**config.mk**
```make
export PLATFORM = sky130hd
export DESIGN_NAME = j1_uart_resp
export DESIGN_NICKNAME = d
export VERILOG_FILES = /design/src/rtl/j1_io_pkg.sv /design/src/rtl/j1_uart_fifo.sv /design/src/rtl/j1_uart_resp.sv
export SDC_FILE = /design/constraint.sdc
export NUM_CORES = 1
export LEC_CHECK = 0
export ABC_AREA = 1
export BUFFER_PORTS_ARGS = -buffer_cell sky130_fd_sc_hd__buf_4
export CELL_PAD_IN_SITES_DETAIL_PLACEMENT = 0
export CELL_PAD_IN_SITES_GLOBAL_PLACEMENT = 1
export CORE_ASPECT_RATIO = 0.6
export CORE_MARGIN = 4
export CORE_UTILIZATION = 40
export DETAILED_ROUTE_END_ITERATION = 6
export GPL_ROUTABILITY_DRIVEN = 1
export PLACE_DENSITY = 0.8
export RECOVER_POWER = 50
export SYNTH_ARGS = -nofsm -noshare
export SYNTH_HDL_FRONTEND = slang
export SYNTH_SLANG_ARGS = --single-unit
```
**constraint.sdc**
```tcl
create_clock -name sys_clk_i -period 2 [get_ports sys_clk_i]
set_input_delay 0.4 -clock sys_clk_i [delete_from_list [all_inputs] [get_ports sys_clk_i]]
set_output_delay 0.4 -clock sys_clk_i [all_outputs]
set_load 0.01 [all_outputs]
```
**src/rtl/j1_io_pkg.sv**
```systemverilog
// Shared definitions for the J1 IO-mapped UART: register offsets, STATUS bits, FSM states.
// Latency: n/a (constants, types and a pure helper function only).
// Backpressure: n/a.
package j1_io_pkg;

    // Byte offsets of the registers relative to BASE
    localparam logic [15:0] OFF_DATA   = 16'h0000;
    localparam logic [15:0] OFF_STATUS = 16'h0002;
    localparam logic [15:0] OFF_DIV    = 16'h0004;

    // STATUS register bit positions
    localparam int ST_TXFULL  = 0;
    localparam int ST_TXBUSY  = 1;
    localparam int ST_RXVALID = 2;
    localparam int ST_TXOVF   = 3;
    localparam int ST_RXOVR   = 4;
    localparam int ST_FERR    = 5;

    // Smallest usable divisor: the RX half-bit delay must be at least one clock
    localparam logic [15:0] DIV_MIN = 16'd2;

    typedef enum logic [1:0] {
        TX_IDLE  = 2'd0,
        TX_START = 2'd1,
        TX_DATA  = 2'd2,
        TX_STOP  = 2'd3
    } tx_state_t;

    typedef enum logic [1:0] {
        RX_IDLE  = 2'd0,
        RX_START = 2'd1,
        RX_DATA  = 2'd2,
        RX_STOP  = 2'd3
    } rx_state_t;

    // Divisor writes below DIV_MIN are raised to DIV_MIN
    function automatic logic [15:0] clamp_div(input logic [15:0] value);
        return (value < DIV_MIN) ? DIV_MIN : value;
    endfunction

endpackage

```
**src/rtl/j1_uart_fifo.sv**
```systemverilog
// Synchronous FIFO with first-word fall-through read port, used as the UART TX queue.
// Latency: pushed word visible on pop_data the cycle after the push edge.
// Backpressure: push ignored when full unless a pop happens in the same cycle.
module j1_uart_fifo #(
    parameter int DEPTH = 4,
    parameter int WIDTH = 8
) (
    input  logic                     clk,
    input  logic                     rst,
    input  logic                     push,
    input  logic [WIDTH-1:0]         push_data,
    input  logic                     pop,
    output logic [WIDTH-1:0]         pop_data,
    output logic                     full,
    output logic                     empty,
    output logic [$clog2(DEPTH):0]   count
);

    localparam int AW = $clog2(DEPTH);
    localparam logic [AW:0] ONE      = (AW+1)'(1);
    localparam logic [AW:0] FULL_CNT = (AW+1)'(DEPTH);

    logic [WIDTH-1:0] mem [DEPTH];
    logic [AW-1:0]    wr_ptr;
    logic [AW-1:0]    rd_ptr;
    logic             push_ok;
    logic             pop_ok;

    assign full     = (count == FULL_CNT);
    assign empty    = (count == '0);
    assign pop_data = mem[rd_ptr];

    // A full FIFO still accepts a push when the head leaves in the same cycle
    assign pop_ok  = pop & ~empty;
    assign push_ok = push & (~full | pop_ok);

    // Pointers wrap naturally because DEPTH is a power of two
    always_ff @(posedge clk) begin
        if (rst) begin
            wr_ptr <= '0;
            rd_ptr <= '0;
            count  <= '0;
        end else begin
            if (push_ok) wr_ptr <= wr_ptr + 1'b1;
            if (pop_ok)  rd_ptr <= rd_ptr + 1'b1;
            case ({push_ok, pop_ok})
                2'b10:   count <= count + ONE;
                2'b01:   count <= count - ONE;
                default: count <= count;
            endcase
        end
    end

    // Storage array is not reset; validity is tracked by count
    always_ff @(posedge clk) begin
        if (push_ok) mem[wr_ptr] <= push_data;
    end

endmodule

```
**src/rtl/j1_uart_resp.sv**
```systemverilog
// IO-mapped 8N1 UART for the J1 CPU: DATA/STATUS/DIV registers, TX FIFO, oversampling-free RX.
// Latency: reads are combinational in the strobe cycle; TX start bit begins one clock after pop.
// Backpressure: none toward the CPU; TX bytes written to a full FIFO are dropped and flagged.
module j1_uart_resp
    import j1_io_pkg::*;
#(
    parameter logic [15:0] BASE     = 16'hF000,
    parameter int          TXDEPTH  = 4,
    parameter logic [15:0] DIV_INIT = 16'd434
) (
    input  logic        sys_clk_i,
    input  logic        sys_rst_i,
    input  logic        io_rd,
    input  logic        io_wr,
    input  logic [15:0] io_addr,
    input  logic [15:0] io_dout,
    output logic [15:0] io_din,
    output logic        uart_tx,
    input  logic        uart_rx
);

    localparam int CW = $clog2(TXDEPTH) + 1;
    localparam logic [CW-1:0] FULL_CNT = CW'(TXDEPTH);

    // Word addresses of the three registers
    localparam logic [14:0] W_DATA   = BASE[15:1] + OFF_DATA[15:1];
    localparam logic [14:0] W_STATUS = BASE[15:1] + OFF_STATUS[15:1];
    localparam logic [14:0] W_DIV    = BASE[15:1] + OFF_DIV[15:1];

    // Byte lane bit is irrelevant for 16-bit registers
    logic unused_addr_lsb;
    assign unused_addr_lsb = io_addr[0];

    logic sel_data, sel_status, sel_div;
    logic rd_data, rd_status, rd_div;
    logic wr_data, wr_div;

    assign sel_data   = (io_addr[15:1] == W_DATA);
    assign sel_status = (io_addr[15:1] == W_STATUS);
    assign sel_div    = (io_addr[15:1] == W_DIV);
    assign rd_data    = io_rd & sel_data;
    assign rd_status  = io_rd & sel_status;
    assign rd_div     = io_rd & sel_div;
    assign wr_data    = io_wr & sel_data;
    assign wr_div     = io_wr & sel_div;

    logic [15:0] div_q;

    // TX datapath
    tx_state_t      tx_state;
    logic [15:0]    tx_cnt;
    logic [15:0]    tx_div;
    logic [2:0]     tx_bits;
    logic [7:0]     tx_shift;
    logic           fifo_pop;
    logic [7:0]     fifo_dout;
    logic           fifo_full;
    logic           fifo_empty;
    logic [CW-1:0]  fifo_count;
    logic           tx_busy;
    logic           tx_full;
    logic           txovf_set;

    // RX datapath
    rx_state_t      rx_state;
    logic           rx_s1, rx_s2, rx_prev;
    logic [15:0]    rx_cnt;
    logic [15:0]    rx_div;
    logic [2:0]     rx_bits;
    logic [7:0]     rx_shift;
    logic           rx_stop_hit;
    logic           byte_good;
    logic           ferr_set;
    logic           rxovr_set;
    logic [7:0]     rx_byte;
    logic           rx_valid;

    // Sticky error flags
    logic           ferr, rxovr, txovf;
    logic [15:0]    status_word;

    assign fifo_pop  = (tx_state == TX_IDLE) & ~fifo_empty;
    assign tx_busy   = (tx_state != TX_IDLE) | ~fifo_empty;
    assign tx_full   = (fifo_count == FULL_CNT);
    // Overflow only when the byte is really dropped, not when the FSM frees a slot this cycle
    assign txovf_set = wr_data & fifo_full & ~fifo_pop;

    j1_uart_fifo #(
        .DEPTH (TXDEPTH),
        .WIDTH (8)
    ) u_txfifo (
        .clk       (sys_clk_i),
        .rst       (sys_rst_i),
        .push      (wr_data),
        .push_data (io_dout[7:0]),
        .pop       (fifo_pop),
        .pop_data  (fifo_dout),
        .full      (fifo_full),
        .empty     (fifo_empty),
        .count     (fifo_count)
    );

    // Baud divisor register, clamped on write
    always_ff @(posedge sys_clk_i) begin
        if (sys_rst_i) begin
            div_q <= DIV_INIT;
        end else if (wr_div) begin
            div_q <= clamp_div(io_dout);
        end
    end

    // TX FSM: the divisor is latched at the start bit so a DIV write never tears a frame
    always_ff @(posedge sys_clk_i) begin
        if (sys_rst_i) begin
            tx_state <= TX_IDLE;
            uart_tx  <= 1'b1;
            tx_cnt   <= '0;
            tx_div   <= DIV_INIT;
            tx_bits  <= '0;
            tx_shift <= '0;
        end else begin
            case (tx_state)
                TX_IDLE: begin
                    uart_tx <= 1'b1;
                    if (!fifo_empty) begin
                        tx_shift <= fifo_dout;
                        tx_div   <= div_q;
                        tx_cnt   <= div_q - 16'd1;
                        uart_tx  <= 1'b0;
                        tx_state <= TX_START;
                    end
                end
                TX_START: begin
                    if (tx_cnt == 16'd0) begin
                        uart_tx  <= tx_shift[0];
                        tx_cnt   <= tx_div - 16'd1;
                        tx_bits  <= '0;
                        tx_state <= TX_DATA;
                    end else begin
                        tx_cnt <= tx_cnt - 16'd1;
                    end
                end
                TX_DATA: begin
                    if (tx_cnt == 16'd0) begin
                        tx_cnt <= tx_div - 16'd1;
                        if (tx_bits == 3'd7) begin
                            uart_tx  <= 1'b1;
                            tx_state <= TX_STOP;
                        end else begin
                            uart_tx  <= tx_shift[1];
                            tx_shift <= tx_shift >> 1;
                            tx_bits  <= tx_bits + 3'd1;
                        end
                    end else begin
                        tx_cnt <= tx_cnt - 16'd1;
                    end
                end
                TX_STOP: begin
                    if (tx_cnt == 16'd0) begin
                        tx_state <= TX_IDLE;
                    end else begin
                        tx_cnt <= tx_cnt - 16'd1;
                    end
                end
                default: tx_state <= TX_IDLE;
            endcase
        end
    end

    // Two-flop synchronizer plus one delayed copy for falling-edge detection
    always_ff @(posedge sys_clk_i) begin
        if (sys_rst_i) begin
            rx_s1   <= 1'b1;
            rx_s2   <= 1'b1;
            rx_prev <= 1'b1;
        end else begin
            rx_s1   <= uart_rx;
            rx_s2   <= rx_s1;
            rx_prev <= rx_s2;
        end
    end

    // RX FSM: first sample half a bit after the edge, then one sample per bit period
    always_ff @(posedge sys_clk_i) begin
        if (sys_rst_i) begin
            rx_state <= RX_IDLE;
            rx_cnt   <= '0;
            rx_div   <= DIV_INIT;
            rx_bits  <= '0;
            rx_shift <= '0;
        end else begin
            case (rx_state)
                RX_IDLE: begin
                    if (rx_prev && !rx_s2) begin
                        rx_div   <= div_q;
                        rx_cnt   <= (div_q >> 1) - 16'd1;
                        rx_state <= RX_START;
                    end
                end
                RX_START: begin
                    if (rx_cnt == 16'd0) begin
                        if (rx_s2) begin
                            rx_state <= RX_IDLE;
                        end else begin
                            rx_cnt   <= rx_div - 16'd1;
                            rx_bits  <= '0;
                            rx_state <= RX_DATA;
                        end
                    end else begin
                        rx_cnt <= rx_cnt - 16'd1;
                    end
                end
                RX_DATA: begin
                    if (rx_cnt == 16'd0) begin
                        rx_shift <= {rx_s2, rx_shift[7:1]};
                        rx_cnt   <= rx_div - 16'd1;
                        rx_bits  <= rx_bits + 3'd1;
                        if (rx_bits == 3'd7) rx_state <= RX_STOP;
                    end else begin
                        rx_cnt <= rx_cnt - 16'd1;
                    end
                end
                RX_STOP: begin
                    if (rx_cnt == 16'd0) begin
                        rx_state <= RX_IDLE;
                    end else begin
                        rx_cnt <= rx_cnt - 16'd1;
                    end
                end
                default: rx_state <= RX_IDLE;
            endcase
        end
    end

    assign rx_stop_hit = (rx_state == RX_STOP) && (rx_cnt == 16'd0);
    assign byte_good   = rx_stop_hit & rx_s2;
    assign ferr_set    = rx_stop_hit & ~rx_s2;
    // A byte landing while the CPU reads the old one loses nothing, so it is not an overrun
    assign rxovr_set   = byte_good & rx_valid & ~rd_data;

    // Receive holding register; a newly arrived byte beats a concurrent DATA read
    always_ff @(posedge sys_clk_i) begin
        if (sys_rst_i) begin
            rx_byte  <= '0;
            rx_valid <= 1'b0;
        end else if (byte_good) begin
            rx_byte  <= rx_shift;
            rx_valid <= 1'b1;
        end else if (rd_data) begin
            rx_valid <= 1'b0;
        end
    end

    // Sticky flags: cleared by a STATUS read unless set again on the same edge
    always_ff @(posedge sys_clk_i) begin
        if (sys_rst_i) begin
            ferr  <= 1'b0;
            rxovr <= 1'b0;
            txovf <= 1'b0;
        end else begin
            ferr  <= (ferr  & ~rd_status) | ferr_set;
            rxovr <= (rxovr & ~rd_status) | rxovr_set;
            txovf <= (txovf & ~rd_status) | txovf_set;
        end
    end

    // STATUS word assembly
    always_comb begin
        status_word             = '0;
        status_word[ST_TXFULL]  = tx_full;
        status_word[ST_TXBUSY]  = tx_busy;
        status_word[ST_RXVALID] = rx_valid;
        status_word[ST_TXOVF]   = txovf;
        status_word[ST_RXOVR]   = rxovr;
        status_word[ST_FERR]    = ferr;
    end

    // Read mux; zero when not addressed so several peripherals can be OR-ed together
    always_comb begin
        io_din = 16'h0000;
        if (rd_data)        io_din = {rx_valid, 7'b0, rx_byte};
        else if (rd_status) io_din = status_word;
        else if (rd_div)    io_din = div_q;
    end

endmodule

```
==> Word-level counts from Yosys, hierarchy flattened <==
Memory sizes are Yosys's and may differ from the RTL's. A register that Yosys moved wholly into a read port is not among the register bits.
Cells that the tools add are included.
{ "totals": {"reg_bits": 129, "latch_bits": 0, "ramBits": 32, "rom_bits": 0, "inputBits": 37, "word_cells": 172, "n_memories": 1} }
{ "memory_table": {"columns": ["memory", "depth", "width", "rd", "rd_ports_with_merged_regs", "wr", "line", "source"], "rows": [
  ["u_txfifo.mem", 4, 8, 1, 1, 1, "j1_uart_fifo.sv:23", "logic [WIDTH-1:0] mem [DEPTH];"]
]} }
{ "op_classes": {"n_addsub": 12, "mul": 0, "n_div": 0, "magnitude_cmp": 1, "n_eq_ne": 29, "shifts": 0, "muxes": 51, "bitwise_logic": 28, "n_reduce_logical": 27} }
{ "ops": {"columns": ["cell", "n"], "rows": [
  ["16-bit 2-to-1 mux", 12],
  ["16-bit by 1-bit subtractor with 16-bit output, second input constant", 5],
  ["16-bit one-hot mux with 4 select lines", 1],
  ["16-bit one-hot mux with 3 select lines", 1],
  ["15-bit == test, second input constant", 3],
  ["16-bit logical NOT", 2],
  ["2-bit inequality test, second input constant", 14],
  ["2-bit 2-to-1 mux", 13],
  ["8-bit 2-to-1 mux", 3],
  ["3-bit 2-to-1 mux", 6],
  ["3-bit one-hot mux with 2 select lines", 3],
  ["1-bit AND", 17],
  ["16-bit by 2-bit less-than comparator with 1-bit output, second input constant", 1],
  ["2-bit one-hot mux with 4 select lines", 2],
  ["8-bit one-hot mux with 2 select lines", 1],
  ["15-bit by 1-bit subtractor with 16-bit output, second input constant", 1],
  ["4-bit AND reduction", 3],
  ["2-bit nonzero test", 6],
  ["2-bit == test, second input constant", 5],
  ["5-bit AND reduction", 2],
  ["3-bit by 1-bit adder with 3-bit output, second input constant", 3],
  ["3-bit == test, second input constant", 3],
  ["1-bit 2-to-1 mux", 8],
  ["2-bit AND reduction", 4],
  ["other kinds (14)", 29]
]} }

==> Depth between registers and ports, before layout <==
Gate-level depths: netlist (run 1).
{ "depth": {"word_depth": 8, "ltp_mapped": 14, "depth_no_buf": 13} }

==> Modules after synthesis <==
Synthesis (run 1) repeated with hierarchy kept, for this count alone.
{ "hier_totals": {"cells_unflattened": 1483, "area_unflattened_um2": 9959.6} }
{ "by_module_without_submodules": {"columns": ["mod", "n_inst", "cells_each", "area_each_um2", "seq_area_each_um2"], "rows": [
  ["j1_uart_resp", 1, 1333, 8252.9, 2442.3],
  ["j1_uart_fifo", 1, 150, 1706.6, 1141.1]
]} }

==> Least setup slack after synthesis (run 1) <==
No wires, ideal clock.
{ "synth_path": {"path_kind": "input port to output port", "startpoint": "in io_addr[10]", "endpoint": "out io_din[1]", "arrival_time_ns": 1.586, "required_ns": 1.600, "slack_ns": 0.014, "cell_stages": 7, "n_path_buf": 1, "cell_sequence": "nand3b_1 -> nor2_2 -> nand2_1 -> nor2_1 -> nand2_1 -> buf_2 -> o21ai_0"} }
{ "synth_between": {"elab_chain_cells": 5} }
{ "synth_rtl": {"columns": ["item", "line", "source"], "rows": [
  ["from (decl)", "j1_uart_resp.sv:15", "input logic [15:0] io_addr,"],
  ["15-bit == test", "j1_uart_resp.sv:40", "assign sel_div = (io_addr[15:1] == W_DIV);"],
  ["1-bit AND", "j1_uart_resp.sv:43", "assign rd_div = io_rd & sel_div;"],
  ["16-bit 2-to-1 mux", "j1_uart_resp.sv:283", "else if (rd_div) io_din = div_q;"],
  ["16-bit 2-to-1 mux", "j1_uart_resp.sv:282", "else if (rd_status) io_din = status_word;"],
  ["16-bit 2-to-1 mux *", "j1_uart_resp.sv:281", "if (rd_data) io_din = {rx_valid, 7'b0, rx_byte};"],
  ["to (decl)", "j1_uart_resp.sv:17", "output logic [15:0] io_din,"]
]} }
Every way passes the cells marked *; elsewhere a longest branch is shown, timed or not.

==> Final worst setup path (run 1) <==
{ "layout_path": {"startpoint": "reg u_txfifo.count[1]", "endpoint": "out io_din[1]"} }
{ "layout_between": {"elab_chain_cells": 5} }
{ "layout_rtl": {"columns": ["item", "line", "source"], "rows": [
  ["from (decl)", "j1_uart_fifo.sv:16", "output logic [$clog2(DEPTH):0] count"],
  ["from (signal assigned)", "j1_uart_fifo.sv:47", "2'b10: count <= count + ONE;"],
  ["from (signal assigned)", "j1_uart_fifo.sv:48", "2'b01: count <= count - ONE;"],
  ["from (signal assigned)", "j1_uart_fifo.sv:49", "default: count <= count;"],
  ["3-bit logical NOT", "j1_uart_fifo.sv:30", "assign empty = (count == '0);"],
  ["1-bit inverter (no line)", null, null],
  ["1-bit bitwise OR", "j1_uart_resp.sv:83", "assign tx_busy = (tx_state != TX_IDLE) | ~fifo_empty;"],
  ["16-bit 2-to-1 mux", "j1_uart_resp.sv:282", null],
  ["16-bit 2-to-1 mux", "j1_uart_resp.sv:281", null]
]} }
Every way passes these cells.

==> impl_metrics.ini, run 1 <==
[power_and_ir_drop]
peakVddDrop_mv = 0.669
p_leak_nw = 5.17
powerDensity_nw_per_um2 = 1490

[placed_design]
hpwl_um = 24600
io_buffers = 52
routabilityCongestion = 0.947
place_area_sq_um = 11000
dp.cells = 1869
post-place-ws_ns = -0.166

[setup_path]
cp_max_fo = 3
cpPeakStageDelay_ns = 0.35
crit_top_cell = nor2_4
start_kind = flop
cp-startpoint = u_txfifo.count[1]$_SDFFE_PP0P_
cp.required_ns = 1.60
crit_type = flop to output pin
cp-end-kind = output pin
arrival_ns = 1.66
path_cells = nor2_4, nand2_4, nor2_4, o21ai_2, nand2_1, o21ai_1, buf_4
cp_slowest_cell = dfxtp_2
worstReg2RegStart = div_q[1]$_SDFFE_PP1P_

[floorplan]
start_util = 0.412
die_x_um = 208
core-area_sq_um = 23400
die_y_um = 128
io_pins = 54
die-area_sq_um = 26700
fp-row-count = 43

[route]
num_vias = 9972
avgViaCountPerCell = 5.23
routed_wl_um = 32300
firstDrtPassIters = 5
ant_nets = 0
first_iter_violations = 1014
wire_per_inst_um = 16.9
route.detailed.drc = 0

[synth]
yosys.area.top_type_share = 0.272
synth-warning-count = 0
synth_top_area_cell = dfxtp_1
yosysUniqueCellTypes = 45
syn-cell-area_sq_um = 9640
avgSynthCellArea_sq_um = 6.68
synth_fp_nets = 1508
ys_seq_elements = 163
synth_area_leaders = dfxtp_1 (27%), nand2_1 (14%), edfxtp_1 (10%)
netlist_instances = 1444
yosysSeqAreaShare = 0.372

[layout]
nNetsFinal = 1642
final_cells = 1906
drive_above_1_share = 0.167
layout_commonest_cell = nand2_1
final_cell_mix = nand2_1 (344), nor2_1 (164), inv_1 (155)
design_area_sq_um = 11800
syn_to_final_growth_pct = 22.6
insertedDiodeCount = 0

[cts]
cts_tree = done
cts-root-buf = clkbuf_16
clock-sinks = 163
cts_made_buffers = 17
clk_latency_ns = 0.45
htreeDepth = 4
clk_path_buf_depth = 2
path_clk_slew_ns = 0.07

[sta]
setup_violations = 1
final_hold_viol_count = 0
relSlewSlack = 0.0111
worst_slew_pin_slew_ns = 1.48
period_needed_ns = 2.06
finalCritPeriodShare = 1.03
max_freq_mhz = 485
fin_ws_ns = -0.0614
rsz0062_at_grt = yes
skew_ns = 0.0138
slew_viol_final = 0

[global_routing]
busiest_layer = met1
grt_pass1_wl_um = 50100
gr-usage-met3 = 0.0599
use_met2 = 0.310
grt.met1_usage = 0.393
grt_pass1_vias = 9048
grtUsageTotal = 0.240
grt_max_degree = 67
grt_overflow = 0
grt_antenna_before_repair = 0

[outcome]
violations = negative setup slack
status = finished with violations

[flow_run]
drv_cap = 0

[hold_path]
worstHoldStart = uart_rx
hold_path_class = input port to flop
## layout make-up
cell class | count | area (sq um)
Tap cell | 315 | 394
Clock inverter | 14 | 135
Fill cell | 2371 | 11600
Clock buffer | 18 | 429
Sequential cell | 163 | 3590
Timing Repair Buffer | 166 | 1230
Multi-Input combinational cell | 1059 | 5390
Inverter | 171 | 654
## routing by layer
layer,wire (um),up-vias
met2,11700,391
li1,-,4988
met4,251,0
met3,3310,23
met5,0,-
met1,17100,4570
## state kept, by name, indices dropped and copies added, names as in the netlist, named ones only
register and flops:
u_txfifo.rd_ptr 2, tx_bits 3, rx_cnt 16, tx_state 2, u_txfifo.wr_ptr 2, rx_prev 1, u_txfifo.mem 32, rx_valid 1
tx_cnt 16, rx_byte 8, rx_bits 3, rx_s1 1, div_q 16, uart_tx 1, u_txfifo.count 3, rx_state 1
rxovr 1, rx_shift 8, rx_s2 1, tx_shift 8, txovf 1, rx_div 16, ferr 1, tx_div 16
## logic make-up after synthesis
family	count (synthesis)	synth area share
AND/OR/NAND/NOR	702	0.305
AO/OA/AOI/OAI	299	0.169
buffers and inverters	222	0.0904
flip-flops	163	0.372
XOR/XNOR	31	0.0282
adder cells (fa/ha/maj)	27	0.0358
## power breakdown
part	leakage, nW	switching, mW	internal [mW]
clock	0.279	1.57	1.65
combinational	3.53	6.21	3.59
sequential	1.36	0.559	3.98
total	5.17	8.34	9.23
## cells in the mapped netlist (all sizes together)
| cell | number |
|---|---|
| o2111ai | 1 |
| clkinv | 3 |
| o22ai | 10 |
| a31oi | 2 |
| nor3b | 1 |
| dfxtp | 131 |
| xor2 | 23 |
| edfxtp | 32 |
| nand4 | 8 |
| nor2 | 188 |
| fa | 1 |
| inv | 168 |
| o31ai | 1 |
| nor3 | 11 |
| a21oi | 130 |
| nand2 | 353 |
| o221ai | 4 |
| clkbuf | 30 |
| o21ai | 124 |
| o211ai | 21 |
| o211a | 1 |
| ha | 26 |
| buf | 21 |
| xnor2 | 8 |
| nand3 | 127 |
| nor4 | 1 |
| nand3b | 6 |
| or2 | 7 |
| a211oi | 5 |
## path summary, 6_finish.rpt
check / endpoint / slack (ns) / cells after the start
max reg2reg: tx_cnt[7]$_SDFFE_PP0P_ / 0.08 / 10
min: rx_s1$_SDFF_PP1_ / 0.12 / 2
max: io_din[1] / -0.06 / 7
min reg2reg: rx_s2$_SDFF_PP1_ / 0.41 / 1
## critical path: cells and delay by family (launching register included)
family / cells / cell delay, ns
buffers and inverters: 1 / 0.15
and+or+nand+nor: 4 / 0.56
AOI/OAI and AO/OA: 2 / 0.15
DFF: 1 / 0.35
## per-stage QoR
step	setup TNS, ns	util	power (mW)	hold slack (ns)
after floorplan	0	-	10.5	0.389
after global placement	-2.61	0.472	13.7	0.397
after detailed placement	-3.73	0.472	13.8	0.398
after CTS	-0.0410	0.500	17.1	0.116
after global routing	-0.842	0.505	19.0	0.118
final	-0.0614	0.505	17.6	0.123
## repair_timing
item                                   4_1_cts  5_1_grt
buffers inserted                             3        3
endpoints found under the hold margin        0        0
hold buffers                                 0        0
resized for setup                           25       50
setup endpoints to repair                   14      107
pin swaps                                    5        9
(Power assumes the default switching activity.)
==> inputs of run 2 (changes only) <==
- CORE_MARGIN: 4 -> not set
==> run 2 against run 1 <==
Net effect: sequential cell count unchanged; sequential share of layout area about the same; critical path type is now input port to output pin; via count decreased by 0.46%; the flow still finishes with violations (negative setup slack); first-iteration DRC count increased by 4.3%; critical endpoint is now io_din[3]; global-route usage increased by 2.3 points.
==> impl_metrics.ini, run 2 (synthesized netlist as in run 1, its figures left out) <==
[sta]
fin_ws_ns = -0.0315
setup_violations = 33
relSlewSlack = 0.603
max_freq_mhz = 492
rsz0062_at_grt = yes
skew_ns = 0.0130
period_needed_ns = 2.03
slew_viol_final = 0
final_hold_viol_count = 0
finalCritPeriodShare = 1.02
worst_slew_pin_slew_ns = 0.596
hold-worst-slack_ns = 0.140

[placed_design]
hpwl_um = 23800
io_buffers = 52
routabilityCongestion = 0.959
post-place-ws_ns = -0.147

[flow_run]
drv_cap = 0

[power_and_ir_drop]
swShare = 0.470
internal_power_mw = 9.21
p_leak_nw = 5.14
powerDensity_nw_per_um2 = 1470
peakVddDrop_mv = 0.621
pwr-share-comb = 0.550
clkPwrFrac = 0.189
switching_power_mw = 8.18
seqPwrFrac = 0.261

[hold_path]
hold_depth = 2
worstHoldStart = uart_rx
hold_path_class = input port to flop
holdPathEnd = rx_s1$_SDFF_PP1_

[outcome]
status = finished with violations
violations = negative setup slack

[setup_path]
cp.required_ns = 1.60
path_cells = buf_6, nand3b_1, nor2_4, nand2_4, nor2_4, buf_6, nand2_4, o211ai_1, buf_4
crit_type = input port to output pin
r2r_cells = 8
ff2ff_setup_slack_ns = -0.01
start_kind = input port
worstReg2RegStart = u_txfifo.count[2]$_SDFFE_PP0P_
cp_max_fo = 5
arrival_ns = 1.63
rr_endpoint = u_txfifo.mem[2][1]$_DFFE_PP_
cp_slowest_cell = o211ai_1
cpPeakStageDelay_ns = 0.22
cp-end-kind = output pin

[route]
routed_wl_um = 31600
firstDrtPassIters = 5
first_iter_violations = 1058
num_vias = 9926
route.detailed.drc = 0
wire_per_inst_um = 16.7
ant_nets = 0
avgViaCountPerCell = 5.23

[cts]
clk_path_buf_depth = 2
clk_latency_ns = 0.45
htreeDepth = 4
cts-root-buf = clkbuf_16
cts_tree = done
path_clk_slew_ns = 0.07
clock-sinks = 163
cts_made_buffers = 17

[floorplan]
die_x_um = 202
fp-row-count = 43
io_pins = 54
core-area_sq_um = 23300
start_util = 0.413
die-area_sq_um = 24800
die_y_um = 122

[global_routing]
grt_max_degree = 74
grt_antenna_before_repair = 0
grt_overflow = 0
grt_pass1_wl_um = 49600
grtUsageTotal = 0.263
grt_pass1_vias = 8939

[layout]
syn_to_final_growth_pct = 22.3
final_cell_mix = nand2_1 (344), nor2_1 (160), inv_1 (157)
layout_commonest_cell = nand2_1
fillers = 2375
nNetsFinal = 1634
drive_above_1_share = 0.160
insertedDiodeCount = 0
top_register = u_txfifo.mem
largest_register_ffs = 32
-- run 2: cell count changes in the layout (fill, tap and decap cells not counted), sizes merged --
cell      before  now
buf          154  137
o211ai        21   22
clkbuf        30   39
nand2        353  354
inv          177  175
clkinvlp       2    5
clkinv         6    3
-- run 2: layout make-up --
| type | count | area (sq um) | area share |
|---|---|---|---|
| clock buffer | 20 | 469 | 0.0398 |
| multi-input combinational | 1061 | 5410 | 0.459 |
| clock inverter | 12 | 106 | 0.00901 |
| inverter | 171 | 653 | 0.0554 |
| tap | 315 | 394 | 0.0334 |
| timing repair buffer | 156 | 1180 | 0.0997 |
| sequential | 163 | 3590 | 0.304 |
-- run 2: per-layer routing --
layer	track usage	up-vias	wire (um)
met1	0.425	4524	16400
met2	0.333	398	11500
met4	0.0578	0	331
met5	0	-	0
met3	0.0693	29	3390
li1	-	4975	-
-- run 2: through the flow --
stage	power [mW]	instance area (sq um)	cells	utilization	setup TNS, ns
2_1_floorplan	10.5	9640	1444	-	0
5_1_grt	18.8	11800	1898	0.505	-4.66
6_report	17.4	11800	1898	0.505	-0.217
4_1_cts	17.1	11600	1893	0.499	-0.0369
3_3_place_gp	13.6	11000	1859	0.470	-1.41
3_5_place_dp	13.7	11000	1859	0.470	-2.59
-- run 2: critical path: cells and delay by family --
kind / cells / cell delay, ns
buffers and inverters: 3 / 0.36
AND/OR/NAND/NOR: 5 / 0.63
AO/OA/AOI/OAI: 1 / 0.22
-- run 2: worst max path at each step --
stage | start | end | slack [ns] | cells after the start
finish | io_addr[10] | io_din[3] | -0.03 | 9
global route | io_addr[6] | io_din[3] | -0.13 | 10
CTS | tx_state[0]$_SDFFE_PP0P_ | io_din[1] | -0.02 | 9
detailed placement | io_addr[10] | io_din[5] | -0.15 | 8
global placement | io_addr[10] | io_din[3] | -0.12 | 8
floorplan | io_addr[10] | io_din[1] | 0.01 | 7
-- run 2: power by group through the flow --
| stage | Combinational, mW | Sequential [mW] | Clock [mW] |
|---|---|---|---|
| finish | 9.57 | 4.54 | 3.28 |
| global route | 10.7 | 4.61 | 3.47 |
| CTS | 9.28 | 4.51 | 3.33 |
| detailed placement | 9.13 | 4.57 | 0 |
| global placement | 9.05 | 4.57 | 0 |
| floorplan | 6.02 | 4.46 | 0 |
-- run 2: repair_timing --
action                                  in CTS  in global routing
hold buffers                                 0                  0
pin swaps                                    4                 13
endpoints found under the setup margin      10                 61
setup buffers                                2                  3
gates resized for setup                     24                 64
gates cloned                                 0                  2
